File: src/rtl/yarp_decode_stage_pkg.sv
// Shared decode-stage types: opcode constants, one-hot instruction class,
// decoded bundle and the immediate generator.
package yarp_pkg;

   localparam logic [6:0] R_TYPE  = 7'b0110011;
   localparam logic [6:0] I_LOAD  = 7'b0000011;
   localparam logic [6:0] I_ALU   = 7'b0010011;
   localparam logic [6:0] I_JALR  = 7'b1100111;
   localparam logic [6:0] S_TYPE  = 7'b0100011;
   localparam logic [6:0] B_TYPE  = 7'b1100011;
   localparam logic [6:0] U_LUI   = 7'b0110111;
   localparam logic [6:0] U_AUIPC = 7'b0010111;
   localparam logic [6:0] J_TYPE  = 7'b1101111;

   // imm is carried at the widest supported XLEN; bits above XLEN are sign copies.
   localparam int IMM_W = 64;

   // One-hot {r,i,s,b,u,j}; T_NONE marks an illegal beat.
   typedef enum logic [5:0] {
      T_NONE = 6'b000000,
      T_J    = 6'b000001,
      T_U    = 6'b000010,
      T_B    = 6'b000100,
      T_S    = 6'b001000,
      T_I    = 6'b010000,
      T_R    = 6'b100000
   } instr_type_e;

   typedef struct packed {
      logic [4:0]       rs1;
      logic [4:0]       rs2;
      logic [4:0]       rd;
      logic [6:0]       op;
      logic [2:0]       funct3;
      logic [6:0]       funct7;
      instr_type_e      itype;
      logic [IMM_W-1:0] imm;
   } decode_bundle_t;

   typedef enum logic [1:0] {
      SKID_EMPTY = 2'd0,
      SKID_ONE   = 2'd1,
      SKID_FULL  = 2'd2
   } skid_state_e;

   function automatic logic [IMM_W-1:0] dec_imm(input logic [31:0] instr, input instr_type_e t);
      logic [IMM_W-1:0] imm;
      imm = '0;
      case (t)
         T_I: imm = {{52{instr[31]}}, instr[31:20]};
         T_S: imm = {{52{instr[31]}}, instr[31:25], instr[11:7]};
         T_B: imm = {{51{instr[31]}}, instr[31], instr[7], instr[30:25], instr[11:8], 1'b0};
         T_U: imm = {{32{instr[31]}}, instr[31:12], 12'b0};
         T_J: imm = {{43{instr[31]}}, instr[31], instr[19:12], instr[20], instr[30:21], 1'b0};
         default: imm = '0;
      endcase
      return imm;
   endfunction

endpackage

File: src/rtl/yarp_decode_stage_if.sv
// Fetch-in / execute-out bundle of the decode stage.
interface yarp_decode_stage_if
   import yarp_pkg::*;
#(
   parameter int XLEN  = 32,
   parameter int CNT_W = 32
) ();
   localparam int CW = (CNT_W > 0) ? CNT_W : 1;

   logic             in_valid_i;
   logic             in_ready_o;
   logic [XLEN-1:0]  in_pc_i;
   logic [31:0]      in_instr_i;
   logic             out_valid_o;
   logic             out_ready_i;
   logic [XLEN-1:0]  out_pc_o;
   decode_bundle_t   out_dec_o;
   logic             out_illegal_o;
   logic [CW-1:0]    dec_count_o;

   modport master (
      output in_valid_i, in_pc_i, in_instr_i, out_ready_i,
      input  in_ready_o, out_valid_o, out_pc_o, out_dec_o, out_illegal_o, dec_count_o
   );

   modport slave (
      input  in_valid_i, in_pc_i, in_instr_i, out_ready_i,
      output in_ready_o, out_valid_o, out_pc_o, out_dec_o, out_illegal_o, dec_count_o
   );
endinterface

File: src/rtl/yarp_skid_buf.sv
// Generic 2-entry valid/ready skid buffer; in_ready depends only on the
// state register, so there is no combinational ready path through it.
module yarp_skid_buf
   import yarp_pkg::*;
#(
   parameter int W = 8
) (
   input  logic         clk,
   input  logic         rst_n,
   input  logic         flush,
   input  logic         in_valid,
   output logic         in_ready,
   input  logic [W-1:0] in_data,
   output logic         out_valid,
   input  logic         out_ready,
   output logic [W-1:0] out_data
);
   skid_state_e  state, state_nxt;
   logic [W-1:0] m_q, s_q;
   logic         in_xfer, out_xfer, m_ld_in, m_ld_s, s_ld;

   assign in_ready  = (state != SKID_FULL);
   assign out_valid = (state != SKID_EMPTY);
   assign out_data  = m_q;
   assign in_xfer   = in_valid & in_ready & ~flush;
   assign out_xfer  = out_valid & out_ready;

   always_ff @(posedge clk or negedge rst_n) begin
      if (!rst_n) begin
         state <= SKID_EMPTY;
         m_q   <= '0;
         s_q   <= '0;
      end else begin
         state <= state_nxt;
         if (m_ld_in)   m_q <= in_data;
         else if (m_ld_s) m_q <= s_q;
         if (s_ld)      s_q <= in_data;
      end
   end

   always_comb begin
      state_nxt = state;
      m_ld_in   = 1'b0;
      m_ld_s    = 1'b0;
      s_ld      = 1'b0;
      case (state)
         SKID_EMPTY: if (in_xfer) begin
            state_nxt = SKID_ONE;
            m_ld_in   = 1'b1;
         end
         SKID_ONE: begin
            if (in_xfer && out_xfer) m_ld_in = 1'b1;
            else if (out_xfer)       state_nxt = SKID_EMPTY;
            else if (in_xfer) begin
               s_ld      = 1'b1;
               state_nxt = SKID_FULL;
            end
         end
         SKID_FULL: if (out_xfer) begin
            m_ld_s    = 1'b1;
            state_nxt = SKID_ONE;
         end
         default: state_nxt = SKID_EMPTY;
      endcase
      // Flush discards everything still buffered; an out transfer this cycle still happened.
      if (flush) begin
         state_nxt = SKID_EMPTY;
         m_ld_s    = 1'b0;
      end
   end

endmodule

File: src/rtl/yarp_decode_stage.sv
// Registered RV32 decode stage: combinational decode of the fetch beat,
// captured into a skid buffer, plus an optional handed-off beat counter.
module yarp_decode_stage
   import yarp_pkg::*;
#(
   parameter int XLEN     = 32,
   parameter bit EN_M_EXT = 1'b0,
   parameter int CNT_W    = 32
) (
   input  logic clk,
   input  logic reset_n,
   input  logic flush_i,
   yarp_decode_stage_if.slave bus
);
   localparam int PW = 1 + XLEN + $bits(decode_bundle_t);

   decode_bundle_t dec;
   instr_type_e    t;
   logic           illegal;
   logic [6:0]     op, f7;
   logic [2:0]     f3;
   logic [PW-1:0]  out_data;

   assign op = bus.in_instr_i[6:0];
   assign f3 = bus.in_instr_i[14:12];
   assign f7 = bus.in_instr_i[31:25];

   always_comb begin
      t       = T_NONE;
      illegal = 1'b0;
      case (op)
         R_TYPE: begin
            t = T_R;
            if (!(f7 == 7'h00 || f7 == 7'h20 || (EN_M_EXT && f7 == 7'h01))) illegal = 1'b1;
            if (f7 == 7'h20 && f3 != 3'b000 && f3 != 3'b101) illegal = 1'b1;
         end
         I_LOAD: t = T_I;
         I_ALU: begin
            t = T_I;
            // Shift-immediate encodings reuse imm[11:5] as funct7.
            if (f3 == 3'b001 && f7 != 7'h00) illegal = 1'b1;
            if (f3 == 3'b101 && f7 != 7'h00 && f7 != 7'h20) illegal = 1'b1;
         end
         I_JALR: begin
            t = T_I;
            if (f3 != 3'b000) illegal = 1'b1;
         end
         S_TYPE: t = T_S;
         B_TYPE: begin
            t = T_B;
            if (f3 == 3'b010 || f3 == 3'b011) illegal = 1'b1;
         end
         U_LUI, U_AUIPC: t = T_U;
         J_TYPE: t = T_J;
         default: illegal = 1'b1;
      endcase
      if (bus.in_instr_i[1:0] != 2'b11) illegal = 1'b1;
      if (illegal) t = T_NONE;

      dec        = '0;
      dec.rs1    = bus.in_instr_i[19:15];
      dec.rs2    = bus.in_instr_i[24:20];
      dec.rd     = bus.in_instr_i[11:7];
      dec.op     = op;
      dec.funct3 = f3;
      dec.funct7 = f7;
      dec.itype  = t;
      dec.imm    = illegal ? '0 : dec_imm(bus.in_instr_i, t);
   end

   yarp_skid_buf #(.W(PW)) u_skid (
      .clk       (clk),
      .rst_n     (reset_n),
      .flush     (flush_i),
      .in_valid  (bus.in_valid_i),
      .in_ready  (bus.in_ready_o),
      .in_data   ({illegal, bus.in_pc_i, dec}),
      .out_valid (bus.out_valid_o),
      .out_ready (bus.out_ready_i),
      .out_data  (out_data)
   );

   assign {bus.out_illegal_o, bus.out_pc_o, bus.out_dec_o} = out_data;

   generate
      if (CNT_W > 0) begin : g_cnt
         localparam logic [CNT_W-1:0] CNT_ONE = 1;
         logic [CNT_W-1:0] cnt;
         always_ff @(posedge clk or negedge reset_n) begin
            if (!reset_n)                               cnt <= '0;
            else if (bus.out_valid_o && bus.out_ready_i) cnt <= cnt + CNT_ONE;
         end
         assign bus.dec_count_o = cnt;
      end else begin : g_no_cnt
         assign bus.dec_count_o = '0;
      end
   endgenerate

endmodule

File: src/flat_wrapper.sv
// flat-port wrapper written by rule: the top's interface ports become plain ports
module yarp_decode_stage_flat import yarp_pkg::*;
#(
   parameter int XLEN     = 32,
   parameter bit EN_M_EXT = 1'b0,
   parameter int CNT_W    = 32
)
  (clk, reset_n, flush_i, bus_in_valid_i, bus_in_pc_i, bus_in_instr_i, bus_out_ready_i, bus_in_ready_o, bus_out_valid_o, bus_out_pc_o, bus_out_dec_o, bus_out_illegal_o, bus_dec_count_o);
  yarp_decode_stage_if #(.XLEN(XLEN), .CNT_W(CNT_W)) bus_i ();
  input  logic clk;
  input  logic reset_n;
  input  logic flush_i;
  input wire logic [$bits(bus_i.in_valid_i)-1:0] bus_in_valid_i;
  input wire logic [$bits(bus_i.in_pc_i)-1:0] bus_in_pc_i;
  input wire logic [$bits(bus_i.in_instr_i)-1:0] bus_in_instr_i;
  input wire logic [$bits(bus_i.out_ready_i)-1:0] bus_out_ready_i;
  output wire logic [$bits(bus_i.in_ready_o)-1:0] bus_in_ready_o;
  output wire logic [$bits(bus_i.out_valid_o)-1:0] bus_out_valid_o;
  output wire logic [$bits(bus_i.out_pc_o)-1:0] bus_out_pc_o;
  output wire logic [$bits(bus_i.out_dec_o)-1:0] bus_out_dec_o;
  output wire logic [$bits(bus_i.out_illegal_o)-1:0] bus_out_illegal_o;
  output wire logic [$bits(bus_i.dec_count_o)-1:0] bus_dec_count_o;
  assign bus_i.in_valid_i = bus_in_valid_i;
  assign bus_i.in_pc_i = bus_in_pc_i;
  assign bus_i.in_instr_i = bus_in_instr_i;
  assign bus_i.out_ready_i = bus_out_ready_i;
  assign bus_in_ready_o = bus_i.in_ready_o;
  assign bus_out_valid_o = bus_i.out_valid_o;
  assign bus_out_pc_o = bus_i.out_pc_o;
  assign bus_out_dec_o = bus_i.out_dec_o;
  assign bus_out_illegal_o = bus_i.out_illegal_o;
  assign bus_dec_count_o = bus_i.dec_count_o;
  yarp_decode_stage #(.XLEN(XLEN), .EN_M_EXT(EN_M_EXT), .CNT_W(CNT_W)) u_core (.clk(clk), .reset_n(reset_n), .flush_i(flush_i), .bus(bus_i));
endmodule
File: config.mk
export PLATFORM = sky130hd
export DESIGN_NAME = yarp_decode_stage_flat
export DESIGN_NICKNAME = d
export VERILOG_FILES = /design/src/rtl/yarp_decode_stage_pkg.sv /design/src/rtl/yarp_decode_stage_if.sv /design/src/rtl/yarp_skid_buf.sv /design/src/rtl/yarp_decode_stage.sv /design/src/flat_wrapper.sv
export SDC_FILE = /design/constraint.sdc
export NUM_CORES = 1
export LEC_CHECK = 0
export ABC_AREA = 1
export BUFFER_PORTS_ARGS = -buffer_cell sky130_fd_sc_hd__buf_2
export CAP_MARGIN = 20
export CORE_ASPECT_RATIO = 1.25
export CORE_UTILIZATION = 50
export CTS_BUF_LIST = sky130_fd_sc_hd__clkbuf_16
export DETAILED_ROUTE_END_ITERATION = 8
export GPL_TIMING_DRIVEN = 1
export PLACE_DENSITY = 0.69
export SYNTH_ARGS = -nofsm -noshare
export SYNTH_HDL_FRONTEND = slang
export SYNTH_HIERARCHICAL = 1
export SYNTH_SLANG_ARGS = --single-unit
File: constraint.sdc
create_clock -name clk -period 2.6 [get_ports clk]
set_clock_uncertainty 0.2 [all_clocks]
set_input_delay 0.26 -clock clk [delete_from_list [all_inputs] [get_ports clk]]
set_output_delay 0.26 -clock clk [all_outputs]
set_load 0.02 [all_outputs]
# --- After elaboration in Yosys (flattened, before gate mapping) ---
# Index checks and enable logic that the tools add are counted.
# W data, S select, Z words.
totals:
  regBits: 304
  in_bits: 69
  out_inout_bits: 169
classes:
  n_eq_ne: 29
  n_reduce_logical: 19
  mux: 30
  bitwise_logic: 4
  n_addsub: 1
ops:
  columns: ["operator", "n"]
  rows:
  - ["$pmux W64 S5", 1]
  - ["$mux W135", 2]
  - ["$mux W64", 1]
  - ["$pmux W6 S6", 1]
  - ["$add A32 B1 Y32 const B", 1]
  - ["$eq A7 B6 Y1 const B", 4]
  - ["$eq A7 B7 Y1 const B", 3]
  - ["$mux W1", 15]
  - ["$eq A7 B5 Y1 const B", 2]
  - ["$mux W2", 6]
  - ["$ne A3 B3 Y1 const B", 4]
  - ["$eq A7 B2 Y1 const B", 1]
  - ["$logic_and A1 B1 Y1", 7]
  - ["$logic_not A7 Y1", 1]
  - ["$ne A7 B6 Y1 const B", 1]
  - ["$reduce_bool A7 Y1", 1]
  - ["$eq A3 B2 Y1 const B", 2]
  - ["$eq A6 B1 Y1 const B", 1]
  - ["$eq A6 B2 Y1 const B", 1]
  - ["$eq A6 B3 Y1 const B", 1]
  - ["$eq A6 B4 Y1 const B", 1]
  - ["$eq A6 B5 Y1 const B", 1]
  - ["$mux W6", 1]
  - ["$pmux W2 S3", 1]
  - ["18 further kinds", 23]

# --- Logic depth before layout (Yosys ltp) ---
logic_depth:
  word_depth: 11
  ltp_mapped: 14
  depth_no_buf: 13

# --- By module ---
# The synthesis kept the hierarchy.
by_module_without_submodules:
  columns: ["module", "seq_area_each_um2", "instances", "area_per_inst_um2", "cells_per_inst"]
  rows:
  - ["yarp_skid_buf", 6806.5, 1, 11920.2, 1465]
  - ["yarp_decode_stage", 800.8, 1, 2657.5, 382]

# --- Worst setup path after synthesis ---
# Ideal clock, no wire load.
synth_timing:
  path_type: "input-to-reg"
  from: "input bus_in_instr_i[1]"
  to: "register u_core.u_skid.m_q[31] (netlist: u_core/u_skid/out_data[31])"
  cell_stages: 14
  arrival_ns: 2.312
  path_buffers: 1
  path_slack_ns: -0.039
  cell_sequence: "nand2_1 > inv_2 > nand3_1 > nor2_1 > nand2_1 > nor2_2 > nor2_4 > nand3_2 > inv_2 > nand2_1 > buf_6 > nand3_2 > a21oi_1 > nand2_1"
synth_rtl:
  columns: ["element", "line_no", "text"]
  rows:
  - ["start, declared", "flat_wrapper.sv:15", "input wire logic [$bits(bus_i.in_instr_i)-1:0] bus_in_instr_i;"]
  - ["end signal, assigned", "yarp_skid_buf.sv:35", "if (m_ld_in) m_q <= in_data;"]
  - ["end signal, assigned", "yarp_skid_buf.sv:36", "else if (m_ld_s) m_q <= s_q;"]
  - ["end, declared", "yarp_skid_buf.sv:19", "logic [W-1:0] m_q, s_q;"]

# --- Worst setup path after layout ---
layout_timing:
  from: "input bus_in_instr_i[3]"
  to: "register u_core.u_skid.m_q[61] (netlist: u_core/u_skid/out_data[61])"
layout_via:
  elab_chain_cells: 9
  word_cells_on_any_way: 24
  classes_between: "14 x eq/ne; 7 x mux; 3 x reduce/logical"
layout_rtl:
  columns: ["element", "line_no", "text"]
  rows:
  - ["$eq A7 B2 Y1 (tied with other cells)", "yarp_decode_stage.sv:31", "case (op)"]
  - ["$reduce_or A5 Y1 (no line)", null, null]
  - ["$pmux W1 S5", "yarp_decode_stage.sv:31", null]
  - ["$mux W1", "yarp_decode_stage.sv:57", "if (bus.in_instr_i[1:0] != 2'b11) illegal = 1'b1;"]
  - ["$mux W6", "yarp_decode_stage.sv:58", "if (illegal) t = T_NONE;"]
  - ["$eq A6 B1 Y1 (tied with other cells)", "yarp_decode_stage_pkg.sv:49", "case (t)"]
  - ["$pmux W64 S5", "yarp_decode_stage_pkg.sv:49", null]
  - ["$mux W64 *", "yarp_decode_stage.sv:68", "dec.imm = illegal ? '0 : dec_imm(bus.in_instr_i, t);"]
  - ["$mux W135 *", "yarp_skid_buf.sv:35", null]
# Every way passes the cells marked *; elsewhere a longest branch is shown, timed or not.
# A chain may end at the register's enable or synchronous reset.

==> impl_metrics.py <==
metrics = {
    "detailed_routing": {
        "drc_errors": 0,
        "via_per_inst": 5.00,
        "wire_per_inst_um": 14.8,
        "dr.pass1.iters": 5,
        "totalWireLength_mm": 37.6,
        "drtAntennaViolNets": 0,
        "drtIter0Drc": 721,
        "num_vias": 12700,
    },
    "final_layout": {
        "diodes": 0,
        "fill_cells": 2457,
        "area_growth_pct": 23.0,
        "ff_latch_area_sq_um": 7610,
        "drive_gt1_frac": 0.176,
        "multi_input_comb_area_sq_um": 5320,
        "nNetsFinal": 2198,
    },
    "yosys": {
        "synth_fa_ha_area_frac": 0.000858,
        "ys_ff_latch": 304,
        "syn-cell-area_sq_um": 14600,
        "avgSynthCellArea_sq_um": 7.89,
        "synthTopCellsByCount": "nand2_1 (411), inv_1 (306), dfrtp_1 (304)",
        "synth_compound_area_frac": 0.0955,
        "yosysTopAreaCell": "dfrtp_1",
        "synth_top_family_by_area": "simple AND/OR/NAND/NOR gates",
        "synthTopCellsByArea": "dfrtp_1 (52%), nand2_1 (11%), inv_1 (7.9%)",
        "synth_cell_types": 30,
        "synth_edf_count": 0,
        "ys_seq_area_frac": 0.522,
        "synth_fp_nets": 1917,
        "syn_inst": 1847,
        "synth-main-ff-cell": "dfrtp_1",
        "yosysWarnings": 6,
        "synth_top_area_frac": 0.522,
        "synthMuxAreaShare": 0,
        "synth-simple-area-share": 0.248,
        "async_flop_share": 1.00,
        "synth_xor_area_frac": 0.0180,
        "synth.most_common_cell": "nand2_1",
    },
    "min_path": {
        "min_to": "u_core/u_skid/s_q[67]",
        "worstHoldPathCells": 3,
        "min_from": "bus_in_valid_i",
        "hp-class": "input pin to flip-flop",
    },
    "place": {
        "dp_hpwl_mm": 23.7,
        "io_buffers": 237,
        "gp_congestion": 0.872,
    },
    "sta": {
        "fmax_mhz": 408,
        "slew_viol_final": 0,
        "hold_viol": 0,
        "tns_ns": 0,
        "setup_violations": 0,
        "finalCritPeriodShare": 0.943,
        "relSlewSlack": 0.448,
        "max_slew.worst_pin.slew_ns": 0.827,
        "rsz0062_at_grt": "no",
        "min_period_ns": 2.45,
    },
    "grt": {
        "first_global_vias": 12300,
        "antenna_found_initial": 0,
        "grt_overflow": 0,
        "grt_max_degree": 127,
        "grtUsageTotal": 0.252,
        "grt_pass1_wl_mm": 60.9,
    },
    "worst_setup_path": {
        "crit_arrival_ns": 2.64,
        "critPathRequiredTime_ns": 2.79,
        "path_buf_inv": 3,
        "r2r-end": "u_core/bus.dec_count_o[30]",
        "path_delay_family": "simple AND/OR/NAND/NOR gates",
        "startpoint_type": "input pin",
        "cp_slowest_stage_delay_ns": 0.53,
        "path_class": "input pin to flip-flop",
        "r2r-start": "u_core/u_skid/state[1]",
        "reg2regPathDepth": 13,
        "critical_path.max_fanout": 6,
        "slowest_stage": "dlygate4sd3_1",
        "r2r_slack_ns": 0.27,
        "end_kind": "flip-flop",
        "crit_chain": "dlygate4sd3_1 -> buf_2 -> nor2_1 -> nand3_1 -> nor2_1 -> nand2_1 -> nor2_2 -> nor2_4 -> nand3_2 -> nand2_4 -> nand2_2 -> nand3_4 -> buf_4 -> a21oi_1 -> nand2_1",
    },
    "flow_run": {
        "max-cap-violations": 0,
    },
    "pwr": {
        "total_power_mw": 12.5,
        "ir_drop_uv": 535,
        "power_density_nw_per_um2": 695,
        "leakagePower_nw": 9.59,
    },
    "die": {
        "core-area_sq_um": 28600,
        "rows": 69,
        "die_h_um": 193,
        "initial_core_util": 0.510,
        "io_pins": 238,
        "die_w_um": 155,
        "dieArea_sq_um": 29800,
    },
    "outcome": {
        "status": "complete, no violations",
    },
    "clock_tree": {
        "numCtsBuffers": 34,
        "htreeDepth": 2,
        "cts_root_buf": "clkbuf_16",
        "cts_tree": "done",
        "cts_sinks": 304,
        "insertion_delay_ns": 0.52,
        "cts.path.max_buffers": 3,
        "path_clk_slew_ns": 0.06,
    },
}
==> sequential cells by signal (all words and copies together) (netlist names) <==
register	cells
u_core/u_skid/state	2
u_core/u_skid/s_q	135
u_core/u_skid/out_data	135
u_core/bus.dec_count_o	32
==> kinds of logic (layout without fill, tap and decap cells) <==
group | after synthesis | count (layout)
buffers and inverters | 412 | 718
adders and majority gates | 1 | 1
xor gates and xnor gates | 30 | 30
AOI/OAI and AO/OA | 278 | 278
and+or+nand+nor | 822 | 822
DFF | 304 | 304
==> metal layers <==
layer / global-route usage / share of wire
met4: 0.0861 / 0.030
met2: 0.437 / 0.49
met5: 0 / 0
met3: 0.0460 / 0.059
met1: 0.317 / 0.42
==> layout make-up <==
class / count / area share
clock inverter: 27 / 0.00893
sequential: 304 / 0.424
tap: 390 / 0.0272
multi-input combinational: 1131 / 0.297
inverter: 320 / 0.0672
timing repair buffer: 337 / 0.128
clock buffer: 34 / 0.0474
==> power by group <==
| group | internal (mW) | total [mW] | switching (mW) |
|---|---|---|---|
| clock network | 2.49 | 4.41 | 1.92 |
| logic | 0.789 | 2.23 | 1.44 |
| registers | 5.42 | 5.83 | 0.405 |
==> worst min-delay path: cells and delay by family <==
family | cells | cell delay, ns
AND/OR/NAND/NOR | 1 | 0.25
buffers and inverters | 1 | 0.13
AO/OA/AOI/OAI | 1 | 0.11
==> worst max-delay path by stage <==
| stage | startpoint | endpoint | slack, ns | depth (start not counted) |
|---|---|---|---|---|
| floorplan | bus_in_instr_i[1] | u_core/u_skid/out_data[31] | 0.31 | 14 |
| finish | bus_in_instr_i[3] | u_core/u_skid/out_data[61] | 0.15 | 15 |
| detailed placement | bus_in_instr_i[1] | u_core/u_skid/out_data[13] | 0.14 | 14 |
| CTS | bus_in_instr_i[1] | u_core/u_skid/out_data[13] | 0.11 | 16 |
| global route | bus_in_instr_i[0] | u_core/u_skid/out_data[61] | 0.01 | 16 |
| global placement | bus_in_instr_i[1] | u_core/u_skid/out_data[13] | 0.19 | 15 |
==> per-stage QoR <==
step | cell area [sq um] | std cells | utilization | hold slack [ns] | setup slack [ns]
3_3_place_gp | 16200 | 2409 | 0.565 | 0.0805 | 0.194
4_1_cts | 17900 | 2538 | 0.625 | 0.0940 | 0.111
6_report | 17900 | 2543 | 0.628 | 0.101 | 0.149
5_1_grt | 17900 | 2543 | 0.628 | 0.122 | 0.0104
2_1_floorplan | 14600 | 1847 | - | -0.236 | 0.309
3_5_place_dp | 16200 | 2409 | 0.565 | 0.0871 | 0.135
==> what timing repair did <==
item | in CTS | in global routing
resized for setup | 0 | 7
buffers inserted | 0 | 3
endpoints found under the hold margin | 210 | 0
endpoints found under the setup margin | 0 | 85
hold buffers | 68 | 0
==> cells in the final DEF, fill, tap and decap left out, drive strengths merged, types with 2 or more instances in the layout <==
| cell type | instances |
|---|---|
| a21oi | 138 |
| inv | 328 |
| buf | 268 |
| clkbuf | 35 |
| xor2 | 17 |
| o21ai | 139 |
| xnor2 | 13 |
| dfrtp | 304 |
| nand3b | 2 |
| nor2 | 200 |
| nand2 | 421 |
| dlygate4sd3 | 68 |
| nand3 | 176 |
| clkinv | 18 |
| nand4 | 9 |
| nor3 | 13 |
Power figures use the tool's default switching activity.
